--- src/rtl/dct_transpose.sv ---
// Double-banked 8x8 transpose buffer between the row-pass and column-pass 1-D DCT.
// Rows are written into one bank while the other bank is read out column by column.
module dct_transpose #(
  parameter int W = 12
) (
  input  logic         clk,
  input  logic         rst,
  input  logic         ena_in,
  output logic         rdy_out,
  input  logic [W-1:0] d_in,
  output logic         ena_out,
  input  logic         rdy_in,
  output logic [W-1:0] d_out
);

  // Flat storage addressed as {bank, row, col}.
  logic [W-1:0] mem [128];

  logic       wr_sel;
  logic       wr_active;
  logic [2:0] wr_row;
  logic [2:0] wr_col;

  logic       rd_sel;
  logic       rd_active;
  logic [2:0] rd_row;
  logic [2:0] rd_col;

  logic [1:0] full;
  logic [1:0] full_set;
  logic [1:0] full_clr;
  logic       wr_start;
  logic       wr_last;
  logic       rd_last;

  assign rdy_out  = !rst && !full[wr_sel] && !wr_active;
  assign wr_start = ena_in && rdy_out;
  assign wr_last  = wr_active && (wr_col == 3'd7) && (wr_row == 3'd7);

  assign ena_out  = !rst && full[rd_sel] && !rd_active && rdy_in;
  assign rd_last  = rd_active && (rd_row == 3'd7) && (rd_col == 3'd7);

  // rd_row idles at 0, so element 0 is already addressed on the ena_out cycle.
  assign d_out = (!rst && (ena_out || rd_active)) ? mem[{rd_sel, rd_row, rd_col}] : '0;

  assign full_set = wr_last ? (2'b01 << wr_sel) : 2'b00;
  assign full_clr = rd_last ? (2'b01 << rd_sel) : 2'b00;

  always_ff @(posedge clk) begin
    if (wr_start || wr_active) begin
      mem[{wr_sel, wr_row, (wr_active ? wr_col : 3'd0)}] <= d_in;
    end
  end

  always_ff @(posedge clk) begin
    if (rst) begin
      wr_sel    <= 1'b0;
      wr_row    <= 3'd0;
      wr_col    <= 3'd0;
      wr_active <= 1'b0;
    end else if (wr_start) begin
      wr_active <= 1'b1;
      wr_col    <= 3'd1;
    end else if (wr_active) begin
      wr_col <= wr_col + 3'd1;
      if (wr_col == 3'd7) begin
        wr_active <= 1'b0;
        wr_row    <= wr_row + 3'd1;
        if (wr_row == 3'd7) begin
          wr_sel <= ~wr_sel;
        end
      end
    end
  end

  always_ff @(posedge clk) begin
    if (rst) begin
      rd_sel    <= 1'b0;
      rd_row    <= 3'd0;
      rd_col    <= 3'd0;
      rd_active <= 1'b0;
    end else if (ena_out) begin
      rd_active <= 1'b1;
      rd_row    <= 3'd1;
    end else if (rd_active) begin
      rd_row <= rd_row + 3'd1;
      if (rd_row == 3'd7) begin
        rd_active <= 1'b0;
        rd_col    <= rd_col + 3'd1;
        if (rd_col == 3'd7) begin
          rd_sel <= ~rd_sel;
        end
      end
    end
  end

  // Set and clear always hit different banks, so both can apply in one cycle.
  always_ff @(posedge clk) begin
    if (rst) begin
      full <= 2'b00;
    end else begin
      full <= (full | full_set) & ~full_clr;
    end
  end

endmodule

--- config.mk ---
export PLATFORM = sky130hd
export DESIGN_NAME = dct_transpose
export DESIGN_NICKNAME = d
export VERILOG_FILES = /design/src/rtl/dct_transpose.sv
export SDC_FILE = /design/constraint.sdc
export NUM_CORES = 2
export LEC_CHECK = 0
export ABC_AREA = 0
export BUFFER_PORTS_ARGS = -buffer_cell sky130_fd_sc_hd__buf_2
export CORE_MARGIN = 2
export CORE_UTILIZATION = 65
export DETAILED_ROUTE_END_ITERATION = 6
export HOLD_SLACK_MARGIN = 0.02
export PLACE_DENSITY = 0.82
export SYNTH_ARGS = -nofsm -noshare
export SYNTH_HDL_FRONTEND = slang
export SYNTH_SLANG_ARGS = --single-unit
--- constraint.sdc ---
create_clock -name clk -period 5.9 [get_ports clk]
set_input_delay 1.18 -clock clk [delete_from_list [all_inputs] [get_ports clk]]
set_output_delay 1.18 -clock clk [all_outputs]
set_load 0.05 [all_outputs]
==> impl_metrics.py <==
metrics = {
    "detailed_routing": {
        "routed_wl_mm": 154,
        "wire_per_inst_um": 35.1,
        "drtIter0Drc": 5309,
        "first_pass_iters": 7,
        "ant_nets": 0,
        "routed_via_density": 7.22,
        "vias": 31600,
        "drc": 0,
    },
    "power": {
        "power_density_nw_per_um2": 324,
        "ir_worst_vdd_mv": 0.407,
        "p_leak_nw": 20.4,
    },
    "worst_setup_path": {
        "cp_cell_sequence": "inv_1 > nor2_1 > buf_4 > a22oi_1 > a211oi_1 > nor3_1 > nand4_1 > buf_2",
        "slowest_stage": "a211oi_1",
        "end_kind": "primary output",
        "crit_type": "reg -> out",
        "slowest_delay_ns": 0.75,
        "reg2reg_slack_ns": 2.26,
        "crit_path_start_kind": "register",
        "cp_max_fo": 38,
        "reg2reg_depth": 4,
        "required_ns": 4.72,
        "worstPathArrival_ns": 4.68,
    },
    "timing": {
        "fin_setup_tns_ns": 0,
        "rsz0062_at_grt": "no",
        "skew_ns": 0.0257,
        "slew_violations": 0,
        "final.period_utilization_pct": 99.3,
        "max_clock_freq_ghz": 0.171,
        "setup_ws_ns": 0.0410,
        "tightest_slew_ns": 1.46,
        "hold_viol_final": 0,
        "period_needed_ns": 5.86,
        "timing.slew.headroom_pct": 2.06,
        "setup_violations": 0,
    },
    "floorplanning": {
        "core_um2": 91800,
        "initial_core_util_pct": 65.6,
        "io_pins": 30,
        "chipWidth_um": 308,
        "die_height_um": 308,
        "die_area_um2": 95200,
        "rows": 111,
    },
    "synth": {
        "synth_top_area_share_pct": 76.5,
        "synthCells": 2853,
        "ys_warn_count": 0,
        "async_flop_share_pct": 0,
        "synth-edff-count": 1536,
        "synth-seq-area-share_pct": 77.1,
        "yosysMostFrequentCell": "edfxtp_1",
        "syn_area_per_cell_um2": 21.1,
        "synth-seq-cells": 1554,
        "synth_common_cells": "edfxtp_1, mux4_2, nor2_1",
        "syn_area_um2": 60300,
        "synthTopCellsByArea": "edfxtp_1, mux4_2, mux2i_1",
        "synth.net_count": 2880,
        "synth.distinct_cells": 58,
        "synth-main-ff-cell": "edfxtp_1",
        "yosysTopAreaCell": "edfxtp_1",
    },
    "min_path": {
        "hold_depth": 2,
        "worstHoldPathType": "reg -> reg",
    },
    "clock_tree": {
        "htree_levels": 4,
        "ctsRootBufferMaster": "clkbuf_16",
        "clk_latency_ns": 0.78,
        "cts_tree": "yes",
        "cts_sinks": 1554,
        "holdBufCountCts": 0,
        "cts_buffers": 146,
        "clk_pin_slew_worst_paths_ns": 0.06,
        "cts_max_path_buffers": 3,
    },
    "finish": {
        "fill_cells": 4738,
        "design_area_um2": 66900,
        "drive_above_1_share_pct": 22.9,
        "syn_to_final_growth_pct": 11.1,
        "final_nets": 3047,
    },
    "outcome": {
        "status": "completed",
    },
    "placement": {
        "post-place-ws_ns": 0.882,
        "gp_congestion": 0.909,
        "port_buffers": 29,
        "postPlaceCellArea_um2": 62200,
        "hpwl_mm": 87.2,
    },
    "grt": {
        "grt_max_degree": 97,
        "grt_usage_pct": 32.9,
        "grt_pass1_wl_mm": 221,
        "antenna_found_initial": 4,
        "overflow": 0,
        "grt_pass1_vias": 32000,
    },
    "flow_run": {
        "max_cap_viol_count": 0,
    },
}
-- layer usage --
metal  track usage (%)  part of all wire, %  wire length (µm)  up-vias
met2              52.0                   48             74400     2719
met1              43.7                   33             50700    16000
met4              16.4                  5.7              8800        4
met3              8.05                   13             19800      522
met5                 0                0.016                24        -
li1                  -                    -                 -    12300
-- critical path, delay by kind of cell (launching register included) --
family,cells,cell delay [ns]
AO/OA/AOI/OAI,2,0.90
AND/OR/NAND/NOR,3,1.21
buffers and inverters,3,1.06
flip-flops,1,0.73
-- per-stage QoR --
step | util [%] | cells | hold slack [ns] | power, mW
after floorplan | - | 2853 | 0.469 | 12.4
after global placement | 67.8 | 4111 | 0.478 | 12.6
after detailed placement | 67.8 | 4111 | 0.498 | 12.6
after CTS | 72.8 | 4366 | 0.517 | 21.7
after global routing | 72.9 | 4370 | 0.531 | 22.1
final | 72.9 | 4373 | 0.529 | 21.7
-- what timing repair did --
item / CTS / global route
setup buffers: 0 / 1
resized for setup: 0 / 2
endpoints found under the setup margin: 0 / 7
-- where the power goes --
group          switching (mW)  internal, mW
clock                    4.06          5.22
combinational           0.236        0.0314
sequential            0.00839          12.1
total                    4.30          17.4
-- sequential cells by signal, indices dropped and copies added (netlist names) --
register   cells
full           2
mem         1536
rd_active      1
rd_col         3
rd_row         3
rd_sel         1
wr_active      1
wr_col         3
wr_row         3
wr_sel         1
-- final timing paths --
path                  start         end
hold reg to reg   wr_row[1]   wr_row[1]
hold / removal    wr_row[1]   wr_row[1]
setup / recovery  rd_row[0]    d_out[0]
setup reg to reg  wr_active  mem[65][9]
-- cells in the final DEF, fill, tap and decap left out, types with 10 or more instances in the layout --
cell | Yosys | routed
nor3_1 | 19 | 19
dfxtp_1 | 18 | 14
clkinv_2 | 0 | 28
mux4_1 | 22 | 22
clkinv_1 | 0 | 28
mux2i_1 | 153 | 153
a21oi_1 | 26 | 25
a22oi_1 | 98 | 98
edfxtp_1 | 1536 | 1536
bufinv_16 | 0 | 14
nor2_1 | 156 | 156
clkbuf_16 | 0 | 148
nor4_1 | 10 | 10
o21ai_0 | 39 | 39
o211ai_1 | 11 | 11
nand2b_1 | 10 | 10
o22ai_1 | 19 | 19
nand3_1 | 44 | 42
buf_12 | 4 | 11
buf_4 | 30 | 148
mux4_2 | 301 | 301
mux2_2 | 15 | 15
a31oi_1 | 12 | 12
a221oi_1 | 28 | 28
ha_1 | 11 | 11
nand2_1 | 74 | 74
nand4_1 | 12 | 12
buf_2 | 52 | 17
clkbuf_1 | 43 | 21
-- area by class of cell --
| type | count | area (µm²) | area share [%] |
|---|---|---|---|
| Tap cell | 1243 | 1560 | 2.32 |
| Clock inverter | 86 | 847 | 1.27 |
| Sequential cell | 1554 | 46500 | 69.5 |
| Inverter | 5 | 18.8 | 0.0280 |
| Multi-Input combinational cell | 1136 | 12800 | 19.1 |
| Antenna cell | 3 | 7.51 | 0.0112 |
| Timing Repair Buffer | 177 | 1430 | 2.13 |
| Clock buffer | 169 | 3780 | 5.65 |
-- kinds of logic after synthesis --
kind of cell,after synthesis,synth area share [%]
compound gates,275,3.22
xor+xnor,6,0.0872
fa+ha+maj,11,0.228
buf+inv,163,1.70
flops,1554,77.1
mux,491,15.0
simple gates,353,2.59
(Power assumes the default switching activity.)
